$ cat src/rtl/rob_multiport.sv
// Multi-port reorder buffer: count-based occupancy, N writeback ports, self-squash on mispredict.
// Define ROB_DUAL_COMMIT_EN to allow a second in-order REG commit per cycle.
module rob_multiport #(
  parameter int ROB_DEPTH_WIDTH = 3,
  parameter int XLEN            = 32,
  parameter int WB_PORTS        = 2,
  parameter int RD_WIDTH        = 5
) (
  input  logic                          clk,
  input  logic                          rst,
  input  logic                          rdy,
  input  logic                          flush,
  input  logic                          alloc_valid,
  input  logic [1:0]                    alloc_kind,
  input  logic [1:0]                    alloc_sub,
  input  logic [RD_WIDTH-1:0]           alloc_rd,
  input  logic [XLEN-1:0]               alloc_pc,
  input  logic [XLEN-1:0]               alloc_val,
  input  logic [XLEN-1:0]               alloc_addr,
  input  logic                          alloc_ready,
  input  logic                          alloc_pred,
  output logic [ROB_DEPTH_WIDTH-1:0]    alloc_id,
  output logic                          rob_full,
  output logic                          rob_empty,
  input  logic [WB_PORTS-1:0]           wb_valid,
  input  logic [WB_PORTS*ROB_DEPTH_WIDTH-1:0] wb_id,
  input  logic [WB_PORTS*XLEN-1:0]      wb_val,
  input  logic [WB_PORTS*XLEN-1:0]      wb_addr,
  input  logic [ROB_DEPTH_WIDTH-1:0]    q1_id,
  input  logic [ROB_DEPTH_WIDTH-1:0]    q2_id,
  output logic                          q1_ready,
  output logic                          q2_ready,
  output logic [XLEN-1:0]               q1_val,
  output logic [XLEN-1:0]               q2_val,
  input  logic                          mem_busy,
  output logic [1:0]                    rob_rf_en,
  output logic [RD_WIDTH-1:0]           rob_rf_rd0,
  output logic [RD_WIDTH-1:0]           rob_rf_rd1,
  output logic [XLEN-1:0]               rob_rf_val0,
  output logic [XLEN-1:0]               rob_rf_val1,
  output logic                          rob_mem_en,
  output logic [1:0]                    rob_mem_sub,
  output logic [XLEN-1:0]               rob_mem_addr,
  output logic [XLEN-1:0]               rob_mem_val,
  output logic                          rob_bp_en,
  output logic [XLEN-1:0]               rob_bp_pc,
  output logic                          rob_bp_taken,
  output logic                          rob_bp_correct,
  output logic                          rob_flush,
  output logic [XLEN-1:0]               rob_correct_pc
);

  localparam int DEPTH = 1 << ROB_DEPTH_WIDTH;
  localparam int W     = ROB_DEPTH_WIDTH;
  localparam int CW    = ROB_DEPTH_WIDTH + 1;

  localparam logic [1:0] K_REG    = 2'd0;
  localparam logic [1:0] K_STORE  = 2'd1;
  localparam logic [1:0] K_BRANCH = 2'd2;
  localparam logic [1:0] K_JALR   = 2'd3;

  logic [1:0]          kind_q  [DEPTH];
  logic [1:0]          kind_d  [DEPTH];
  logic [1:0]          sub_q   [DEPTH];
  logic [1:0]          sub_d   [DEPTH];
  logic [RD_WIDTH-1:0] rd_q    [DEPTH];
  logic [RD_WIDTH-1:0] rd_d    [DEPTH];
  logic [XLEN-1:0]     pc_q    [DEPTH];
  logic [XLEN-1:0]     pc_d    [DEPTH];
  logic [XLEN-1:0]     val_q   [DEPTH];
  logic [XLEN-1:0]     val_d   [DEPTH];
  logic [XLEN-1:0]     addr_q  [DEPTH];
  logic [XLEN-1:0]     addr_d  [DEPTH];
  logic                ready_q [DEPTH];
  logic                ready_d [DEPTH];
  logic                pred_q  [DEPTH];
  logic                pred_d  [DEPTH];
  logic                taken_q [DEPTH];
  logic                taken_d [DEPTH];

  logic [W-1:0]  head_q, head_d, tail_q, tail_d, h1;
  logic [CW-1:0] count_q, count_d, n_commit;

  logic [1:0]          rf_en_q, rf_en_d;
  logic [RD_WIDTH-1:0] rf_rd0_q, rf_rd0_d, rf_rd1_q, rf_rd1_d;
  logic [XLEN-1:0]     rf_val0_q, rf_val0_d, rf_val1_q, rf_val1_d;
  logic                mem_en_q, mem_en_d;
  logic [1:0]          mem_sub_q, mem_sub_d;
  logic [XLEN-1:0]     mem_addr_q, mem_addr_d, mem_val_q, mem_val_d;
  logic                bp_en_q, bp_en_d, bp_taken_q, bp_taken_d, bp_correct_q, bp_correct_d;
  logic [XLEN-1:0]     bp_pc_q, bp_pc_d;
  logic                rflush_q, rflush_d;
  logic [XLEN-1:0]     correct_pc_q, correct_pc_d;

  logic commit0, commit1, mispredict, accept;

  function automatic logic occupied(input logic [W-1:0] id, input logic [W-1:0] head,
                                    input logic [CW-1:0] cnt);
    logic [W-1:0] off;
    off = id - head;
    return {1'b0, off} < cnt;
  endfunction

  assign h1        = head_q + W'(1);
  assign rob_full  = (count_q == CW'(DEPTH));
  assign rob_empty = (count_q == '0);
  assign alloc_id  = tail_q;
  assign accept    = alloc_valid && !rob_full;

  assign q1_ready = ready_q[q1_id];
  assign q1_val   = val_q[q1_id];
  assign q2_ready = ready_q[q2_id];
  assign q2_val   = val_q[q2_id];

  assign commit0    = (count_q != '0) && ready_q[head_q] && (kind_q[head_q] != K_STORE || !mem_busy);
  assign mispredict = commit0 && (kind_q[head_q] == K_JALR ||
                      (kind_q[head_q] == K_BRANCH && pred_q[head_q] != taken_q[head_q]));
`ifdef ROB_DUAL_COMMIT_EN
  assign commit1 = commit0 && kind_q[head_q] == K_REG && count_q >= CW'(2) &&
                   ready_q[h1] && kind_q[h1] == K_REG;
`else
  assign commit1 = 1'b0;
`endif
  assign n_commit = CW'(commit0) + CW'(commit1);

  always_comb begin : comb_next
    logic [W-1:0] wid;
    kind_d  = kind_q;
    sub_d   = sub_q;
    rd_d    = rd_q;
    pc_d    = pc_q;
    val_d   = val_q;
    addr_d  = addr_q;
    ready_d = ready_q;
    pred_d  = pred_q;
    taken_d = taken_q;
    head_d  = head_q;
    tail_d  = tail_q;
    count_d = count_q;
    wid     = '0;

    rf_en_d      = '0;
    rf_rd0_d     = rf_rd0_q;
    rf_rd1_d     = rf_rd1_q;
    rf_val0_d    = rf_val0_q;
    rf_val1_d    = rf_val1_q;
    mem_en_d     = 1'b0;
    mem_sub_d    = mem_sub_q;
    mem_addr_d   = mem_addr_q;
    mem_val_d    = mem_val_q;
    bp_en_d      = 1'b0;
    bp_pc_d      = bp_pc_q;
    bp_taken_d   = bp_taken_q;
    bp_correct_d = bp_correct_q;
    rflush_d     = 1'b0;
    correct_pc_d = correct_pc_q;

    if (flush) begin
      tail_d  = head_q;
      count_d = '0;
    end else begin
      // Later ports overwrite earlier ones, so the highest index wins on equal ids.
      for (int p = 0; p < WB_PORTS; p++) begin
        wid = wb_id[p*W +: W];
        if (wb_valid[p] && occupied(wid, head_q, count_q)) begin
          ready_d[wid] = 1'b1;
          unique case (kind_q[wid])
            K_REG:    val_d[wid]   = wb_val[p*XLEN +: XLEN];
            K_JALR:   addr_d[wid]  = wb_val[p*XLEN +: XLEN];
            K_STORE: begin
              addr_d[wid] = wb_addr[p*XLEN +: XLEN];
              val_d[wid]  = wb_val[p*XLEN +: XLEN];
            end
            K_BRANCH: taken_d[wid] = wb_val[p*XLEN];
          endcase
        end
      end

      if (commit0) begin
        unique case (kind_q[head_q])
          K_REG, K_JALR: begin
            rf_en_d[0] = 1'b1;
            rf_rd0_d   = rd_q[head_q];
            rf_val0_d  = val_q[head_q];
          end
          K_STORE: begin
            mem_en_d   = 1'b1;
            mem_sub_d  = sub_q[head_q];
            mem_addr_d = addr_q[head_q];
            mem_val_d  = val_q[head_q];
          end
          K_BRANCH: begin
            bp_en_d      = 1'b1;
            bp_pc_d      = pc_q[head_q];
            bp_taken_d   = taken_q[head_q];
            bp_correct_d = (pred_q[head_q] == taken_q[head_q]);
          end
        endcase
      end
      if (commit1) begin
        rf_en_d[1] = 1'b1;
        rf_rd1_d   = rd_q[h1];
        rf_val1_d  = val_q[h1];
      end
      if (mispredict) begin
        rflush_d     = 1'b1;
        correct_pc_d = (kind_q[head_q] == K_JALR || taken_q[head_q]) ? addr_q[head_q] : val_q[head_q];
      end

      head_d = head_q + W'(commit0) + W'(commit1);

      // A mispredict squashes everything younger, including this cycle's allocation.
      if (mispredict) begin
        tail_d  = h1;
        count_d = '0;
      end else begin
        if (accept) begin
          kind_d[tail_q]  = alloc_kind;
          sub_d[tail_q]   = alloc_sub;
          rd_d[tail_q]    = alloc_rd;
          pc_d[tail_q]    = alloc_pc;
          val_d[tail_q]   = alloc_val;
          addr_d[tail_q]  = alloc_addr;
          ready_d[tail_q] = alloc_ready;
          pred_d[tail_q]  = alloc_pred;
          taken_d[tail_q] = 1'b0;
          tail_d          = tail_q + W'(1);
        end
        count_d = count_q + CW'(accept) - n_commit;
      end
    end
  end

  always_ff @(posedge clk or posedge rst) begin
    if (rst) begin
      for (int i = 0; i < DEPTH; i++) begin
        kind_q[i]  <= '0;
        sub_q[i]   <= '0;
        rd_q[i]    <= '0;
        pc_q[i]    <= '0;
        val_q[i]   <= '0;
        addr_q[i]  <= '0;
        ready_q[i] <= 1'b0;
        pred_q[i]  <= 1'b0;
        taken_q[i] <= 1'b0;
      end
      head_q       <= '0;
      tail_q       <= '0;
      count_q      <= '0;
      rf_en_q      <= '0;
      rf_rd0_q     <= '0;
      rf_rd1_q     <= '0;
      rf_val0_q    <= '0;
      rf_val1_q    <= '0;
      mem_en_q     <= 1'b0;
      mem_sub_q    <= '0;
      mem_addr_q   <= '0;
      mem_val_q    <= '0;
      bp_en_q      <= 1'b0;
      bp_pc_q      <= '0;
      bp_taken_q   <= 1'b0;
      bp_correct_q <= 1'b0;
      rflush_q     <= 1'b0;
      correct_pc_q <= '0;
    end else if (rdy || flush) begin
      kind_q       <= kind_d;
      sub_q        <= sub_d;
      rd_q         <= rd_d;
      pc_q         <= pc_d;
      val_q        <= val_d;
      addr_q       <= addr_d;
      ready_q      <= ready_d;
      pred_q       <= pred_d;
      taken_q      <= taken_d;
      head_q       <= head_d;
      tail_q       <= tail_d;
      count_q      <= count_d;
      rf_en_q      <= rf_en_d;
      rf_rd0_q     <= rf_rd0_d;
      rf_rd1_q     <= rf_rd1_d;
      rf_val0_q    <= rf_val0_d;
      rf_val1_q    <= rf_val1_d;
      mem_en_q     <= mem_en_d;
      mem_sub_q    <= mem_sub_d;
      mem_addr_q   <= mem_addr_d;
      mem_val_q    <= mem_val_d;
      bp_en_q      <= bp_en_d;
      bp_pc_q      <= bp_pc_d;
      bp_taken_q   <= bp_taken_d;
      bp_correct_q <= bp_correct_d;
      rflush_q     <= rflush_d;
      correct_pc_q <= correct_pc_d;
    end
  end

  assign rob_rf_en      = rf_en_q;
  assign rob_rf_rd0     = rf_rd0_q;
  assign rob_rf_rd1     = rf_rd1_q;
  assign rob_rf_val0    = rf_val0_q;
  assign rob_rf_val1    = rf_val1_q;
  assign rob_mem_en     = mem_en_q;
  assign rob_mem_sub    = mem_sub_q;
  assign rob_mem_addr   = mem_addr_q;
  assign rob_mem_val    = mem_val_q;
  assign rob_bp_en      = bp_en_q;
  assign rob_bp_pc      = bp_pc_q;
  assign rob_bp_taken   = bp_taken_q;
  assign rob_bp_correct = bp_correct_q;
  assign rob_flush      = rflush_q;
  assign rob_correct_pc = correct_pc_q;

endmodule

$ cat config.mk
export PLATFORM = sky130hd
export DESIGN_NAME = rob_multiport
export DESIGN_NICKNAME = d
export VERILOG_FILES = /design/src/rtl/rob_multiport.sv
export SDC_FILE = /design/constraint.sdc
export NUM_CORES = 2
export LEC_CHECK = 0
export CELL_PAD_IN_SITES_DETAIL_PLACEMENT = 2
export CELL_PAD_IN_SITES_GLOBAL_PLACEMENT = 2
export CORE_ASPECT_RATIO = 0.75
export CORE_MARGIN = 2
export CORE_UTILIZATION = 35
export CTS_CLUSTER_SIZE = 12
export DETAILED_ROUTE_END_ITERATION = 16
export DONT_BUFFER_PORTS = 1
export PLACE_DENSITY = 0.72
export SETUP_SLACK_MARGIN = 0.4
export SLEW_MARGIN = 25
export SYNTH_ARGS = -nofsm -noshare
export SYNTH_HDL_FRONTEND = slang
export SYNTH_SLANG_ARGS = --single-unit
$ cat constraint.sdc
create_clock -name clk -period 28 [get_ports clk]
set_input_delay 1.4 -clock clk [delete_from_list [all_inputs] [get_ports clk]]
set_output_delay 1.4 -clock clk [all_outputs]
set_load 0.02 [all_outputs]
## Word level (Yosys, flattened, before mapping)

Cells that the tools add are included.

- Register bits after elaboration: 1048
- Input bits: 255
- Output and inout bits: 282

- $add $sub $neg: 7
- Magnitude comparators: 11
- Equal/unequal tests: 13
- Multiplexer cells: 124
- Bitwise gates (word level): 12
- Reduce and logical (&&, ||, !) cells: 32

Operators with widths:

| kind | number |
|---|---|
| two-way mux 256 bit | 14 |
| bitwise mux 256 bit | 9 |
| one-hot mux 256 bit (2 select lines) | 2 |
| binary-select mux 32 bit (select 3 bit) | 5 |
| two-way mux 32 bit | 14 |
| demux 32 bit (select 3 bit) | 3 |
| two-way mux 8 bit | 14 |
| bitwise mux 40 bit | 1 |
| bitwise mux 16 bit | 2 |
| bitwise mux 8 bit | 4 |
| binary-select mux 2 bit (select 3 bit) | 4 |
| >= comparator 4 bit (second input constant) | 6 |
| two-way mux 1 bit | 24 |
| NOT 3 -> 4 bit | 6 |
| two-way mux 2 bit | 9 |
| OR 8 bit | 2 |
| AND reduction 4 bit | 4 |
| binary-select mux 1 bit (select 3 bit) | 5 |
| binary-select mux 5 bit (select 3 bit) | 1 |
| demux 5 bit (select 3 bit) | 1 |
| two-way mux 5 bit | 3 |
| equality test 2 bit (second input constant) | 6 |
| < comparator 4 x 1 -> 1 bit (second input constant) | 3 |
| logical AND 1 bit | 10 |
| other kinds (27) | 47 |

## Logic depth before layout (Yosys ltp)

- Depth in word-level cells: 16
- Depth in mapped cells: 20
- Gate-level depth less buffers: 15

## Worst setup path after synthesis

No wires, ideal clock.

- Kind: input port to flip-flop
- Start point: in wb_id[0]
- End point: reg val_q[33] (netlist bit)
- Data arrival time: 4.917 ns
- Required time: 27.873 ns
- Path slack: 22.956 ns
- Stages: 17
- Cell sequence: buf_2 > buf_1 > inv_1 > ha_1 > inv_1 > fa_1 > ha_1 > a21bo_2 > a22oi_1 > buf_1 > or4_1 > clkbuf_1 > buf_1 > mux2i_1 > nand2_1 > o211ai_1 > a21oi_1

- Word-level cells in the longest chain between the ends: 16

RTL lines:

| item | RTL line | RTL |
|---|---|---|
| start, declared | 26 | `input logic [WB_PORTS*ROB_DEPTH_WIDTH-1:0] wb_id,` |
| NOT 3 -> 4 bit (implied by the code) | 167, 168, 172 |  |
| >= comparator 4 bit (implied by the code) (tied with other cells) | 168, 172 |  |
| logical AND 1 bit (implied by the code) / two-way mux 2 bit (equally long branches) | 168, 172, 167 |  |
| two-way mux 32 bit (implied by the code) / two-way mux 2 bit (equally long branches) | 168, 172, 167 |  |
| demux 32 bit (select 3 bit) (tied with other cells) | 168, 172 |  |
| bitwise mux 256 bit / OR reduction 2 bit (equally long branches) | - |  |
| two-way mux 256 bit | - |  |
| two-way mux 256 bit * | 165 | `if (wb_valid[p] && occupied(wid, head_q, count_q)) begin` |
| two-way mux 256 bit * | 158 | `if (flush) begin` |
| bitwise mux 256 bit | 168, 172 |  |
| two-way mux 256 bit | - |  |
| two-way mux 256 bit * | 165 |  |
| two-way mux 256 bit * | 158 |  |
| bitwise mux 256 bit | 222 | `val_d[tail_q] = alloc_val;` |
| two-way mux 256 bit | 217 | `if (accept) begin` |
| two-way mux 256 bit * | 213 | `if (mispredict) begin` |
| end signal, assigned | 270 | `val_q <= val_d;` |
| end, declared | 70 | `logic [XLEN-1:0] val_q [DEPTH];` |

Every way passes the cells marked *; elsewhere a longest branch is shown, timed or not. The select of a mux whose other input is x is not followed.
A chain may end at the register's enable or synchronous reset.

## Final worst setup path

- Start point: reg head_q[0]
- End point: reg val_q[104] (netlist bit)

- Word-level cells in the longest chain between the ends: 12

RTL lines:

| item | RTL line | RTL |
|---|---|---|
| start, declared | 81 | `logic [W-1:0] head_q, head_d, tail_q, tail_d, h1;` |
| start signal, assigned | 247 | `head_q <= '0;` |
| start signal, assigned | 275 | `head_q <= head_d;` |
| subtractor 3 bit | 100 | `off = id - head;` |
| < comparator 3 x 4 -> 1 bit | 101 | `return {1'b0, off} < cnt;` |
| logical AND 1 bit | 165 |  |
| two-way mux 256 bit | 165 |  |
| two-way mux 256 bit | 158 |  |
| bitwise mux 256 bit | 168, 172 |  |
| two-way mux 256 bit | - |  |
| two-way mux 256 bit | 165 |  |
| two-way mux 256 bit | 158 |  |
| bitwise mux 256 bit | 222 |  |
| two-way mux 256 bit | 217 |  |
| two-way mux 256 bit * | 213 |  |

Marks and branches as above.

==> results.yml <==
status:
  outcome: "finished clean"
layout:
  fin_nets: 6600
  final_layout_size_suffix_gt1_share_pct: 18.82
  regArea_mm2: 0.02621
  utilization_pct: 38.72
  finalNonFillerCells: 8924
  multi_input_area_mm2: 0.03638
  syn_to_final_growth_pct: 9.582
  fillers: 19530
place:
  place_congestion: 0.8641
  placed_cells: 8686
  io_buffers: 0
  dpl.hpwl_um: 208300
hold_path:
  hp-start: "pc_q[59]$_DFFE_PP0P_"
  min_path_cells: 2
  hold-path-endpoint: "pc_q[59]$_DFFE_PP0P_"
  hold_class: "flip-flop to flip-flop"
sta:
  rsz0062_at_grt: "no"
  worst_pin_slew_ns: 1.203
  max_freq_mhz: 151.0
  fin_crit_ns: 6.623
  finalSetupViolations: 0
  post-route-period-util_pct: 23.65
  drv_slew: 0
  relSlewSlack_pct: 17.53
  hold_viol: 0
  finClkSkew_ns: 0.08205
  tns_ns: 0
pwr:
  total_power_mw: 8.242
  p_leak_nw: 28.11
  power_per_cell_area_mw_per_mm2: 115.7
  ir_worst_vdd_v: 0.00006889
critical_path:
  end_kind: "flip-flop"
  critPathLaunchType: "flip-flop"
  r2r-start: "head_q[0]$_DFFE_PP0P_"
  regToRegEndpoint: "val_q[104]$_DFFE_PP0P_"
  worst_ep_arrival_time_ns: 7.30
  criticalPathCategory: "flip-flop to flip-flop"
  rrSetupSlack_ns: 21.38
  crit_path_max_fanout: 91
  r2r_cells: 11
  critPathRequiredTime_ns: 28.68
job:
  maxCapViolCount: 0
logic_synthesis:
  syn_inst: 6757
  synth.distinct_cells: 70
  yosys-top-cells-count: "dfrtp_1, nand2_1, a21oi_1"
  async_flop_share_pct: 100.0
  yosysTopAreaCellShare_pct: 40.31
  yosys_warnings: 0
  ys.flop_type: "dfrtp_1"
  synth_top_cell_by_area: "dfrtp_1"
  synth_area_leaders: "dfrtp_1, mux4_2, mux2_2, mux2i_1, a21oi_1"
  seq_area_frac_synth_pct: 40.31
  synth-seq-cells: 1047
  synth_most_common_cell: "dfrtp_1"
  syn_area_per_cell_um2: 9.618
  synth_edf_count: 0
  netlist_area_mm2: 0.06499
floorplanning:
  dieArea_mm2: 0.1892
  coreArea_mm2: 0.1839
  ios: 537
  die_h_um: 377.2
  row_count: 136
  start_util_pct: 35.33
  die_w_um: 501.6
clock_network:
  clk_pin_slew_ns: 0.06
  cts_resized: 0
  cts-root-buf: "clkbuf_16"
  clockBufferDepth: 3
  cts_hold_repair.buffers: 0
  cts_tree: "yes"
  clk_latency_ns: 0.83
  cts_made_buffers: 118
  ctsHtreeMaxLevel: 3
  postCtsSetupBuffers: 0
  cts.sinks: 1047
detailed_routing:
  wl_met2_um: 150300
  drc_errors: 0
  drt_first_iter_violations: 7274
  avgRoutedWirePerCell_um: 37.94
  top_layer: "met5"
  vias_per_cell: 6.756
  route.vias.total: 60290
  first_pass_iters: 8
  wl_met1_um: 133800
  ant_nets: 0
  postRouteWirelength_um: 338600
  wl_met3_um: 37110
global_route:
  antenna_found_initial: 55
  track_usage_pct: 35.12
  grt_pass1_vias: 63640
  overflow: 0
  grt_pass1_wl_um: 482300
  grt_max_degree: 191
==> metal layers <==
layer,up-vias,GRT usage [%]
li1,23880,-
met1,32180,45.86
met2,3360,53.47
met3,830,10.23
met4,46,16.50
met5,-,0
==> per-stage QoR <==
stage / setup WS, ns / hold slack [ns] / instance area, µm²
2_1_floorplan: 12.16 / 0.4403 / 65130
3_3_place_gp: 21.14 / 0.4524 / 66860
3_5_place_dp: 21.01 / 0.4663 / 66990
4_1_cts: 21.38 / 0.4905 / 71050
5_1_grt: 21.01 / 0.5129 / 71190
6_report: 21.38 / 0.4881 / 71220
==> logic make-up after synthesis <==
kind of cell    synth area share [%]
xor+xnor                      0.1213
fa+ha+maj                     0.4390
compound gates                 17.46
other cells                 0.005770
mux                            25.53
simple gates                   11.23
flops                          40.31
buf+inv                        4.906
==> report_power, final <==
part	total, mW	internal (mW)	switching [mW]
Combinational	3.67	1.51	2.16
Clock	1.69	0.948	0.738
Sequential	2.89	2.12	0.766
Total	8.24	4.58	3.66
==> placed cells by master, fill, tap and decap left out, drive strengths merged, types with 116 or more instances in the layout <==
cell       n
o221ai   116
a21oi    741
o21ai    462
o22ai    136
dfrtp   1047
nand2    933
nor3     129
nor2     661
mux2     399
a31oi    150
buf      154
mux4     348
mux2i    425
o211ai   257
clkbuf   173
==> final cells by class <==
| class | instances | share of cell area [%] |
|---|---|---|
| well taps | 2484 | 4.364 |
| multi-input cells | 4981 | 51.08 |
| repair buffers | 154 | 1.818 |
| flip-flops and latches | 1047 | 36.81 |
| diodes | 28 | 0.09839 |
| inverters | 22 | 0.1212 |
| clock buffers | 173 | 4.914 |
| clock inverters | 35 | 0.7994 |
==> sequential cells by signal, summed over array words and instances, names as in the netlist, 32 cells and up <==
name	flops
rob_correct_pc	32
rob_mem_addr	32
rd_q	40
pc_q	256
val_q	256
rob_mem_val	32
rob_rf_val0	32
addr_q	256
rob_bp_pc	32
==> worst max path at each step <==
stage	start	to	slack, ns	cells past startpoint
finish	head_q[0]$_DFFE_PP0P_	val_q[104]$_DFFE_PP0P_	21.38	11
global route	head_q[0]$_DFFE_PP0P_	val_q[127]$_DFFE_PP0P_	21.01	11
CTS	head_q[0]$_DFFE_PP0P_	val_q[127]$_DFFE_PP0P_	21.38	11
detailed placement	rst	addr_q[163]$_DFFE_PP0P_	21.01	7
global placement	rst	addr_q[227]$_DFFE_PP0P_	21.14	7
floorplan	rst	addr_q[0]$_DFFE_PP0P_	12.16	1
==> worst max-delay path, stage by stage, from the launching register on <==
cell	delay [ns]
dfrtp_4	0.90
buf_12	0.68
buf_4	0.77
nor4bb_1	0.71
a211oi_1	0.24
o2111ai_1	0.28
o211ai_2	0.51
nor2_4	0.43
buf_4	0.64
buf_4	0.72
a21oi_1	0.18
a21oi_1	0.20
Note: power is estimated with default switching activity, not from simulation.
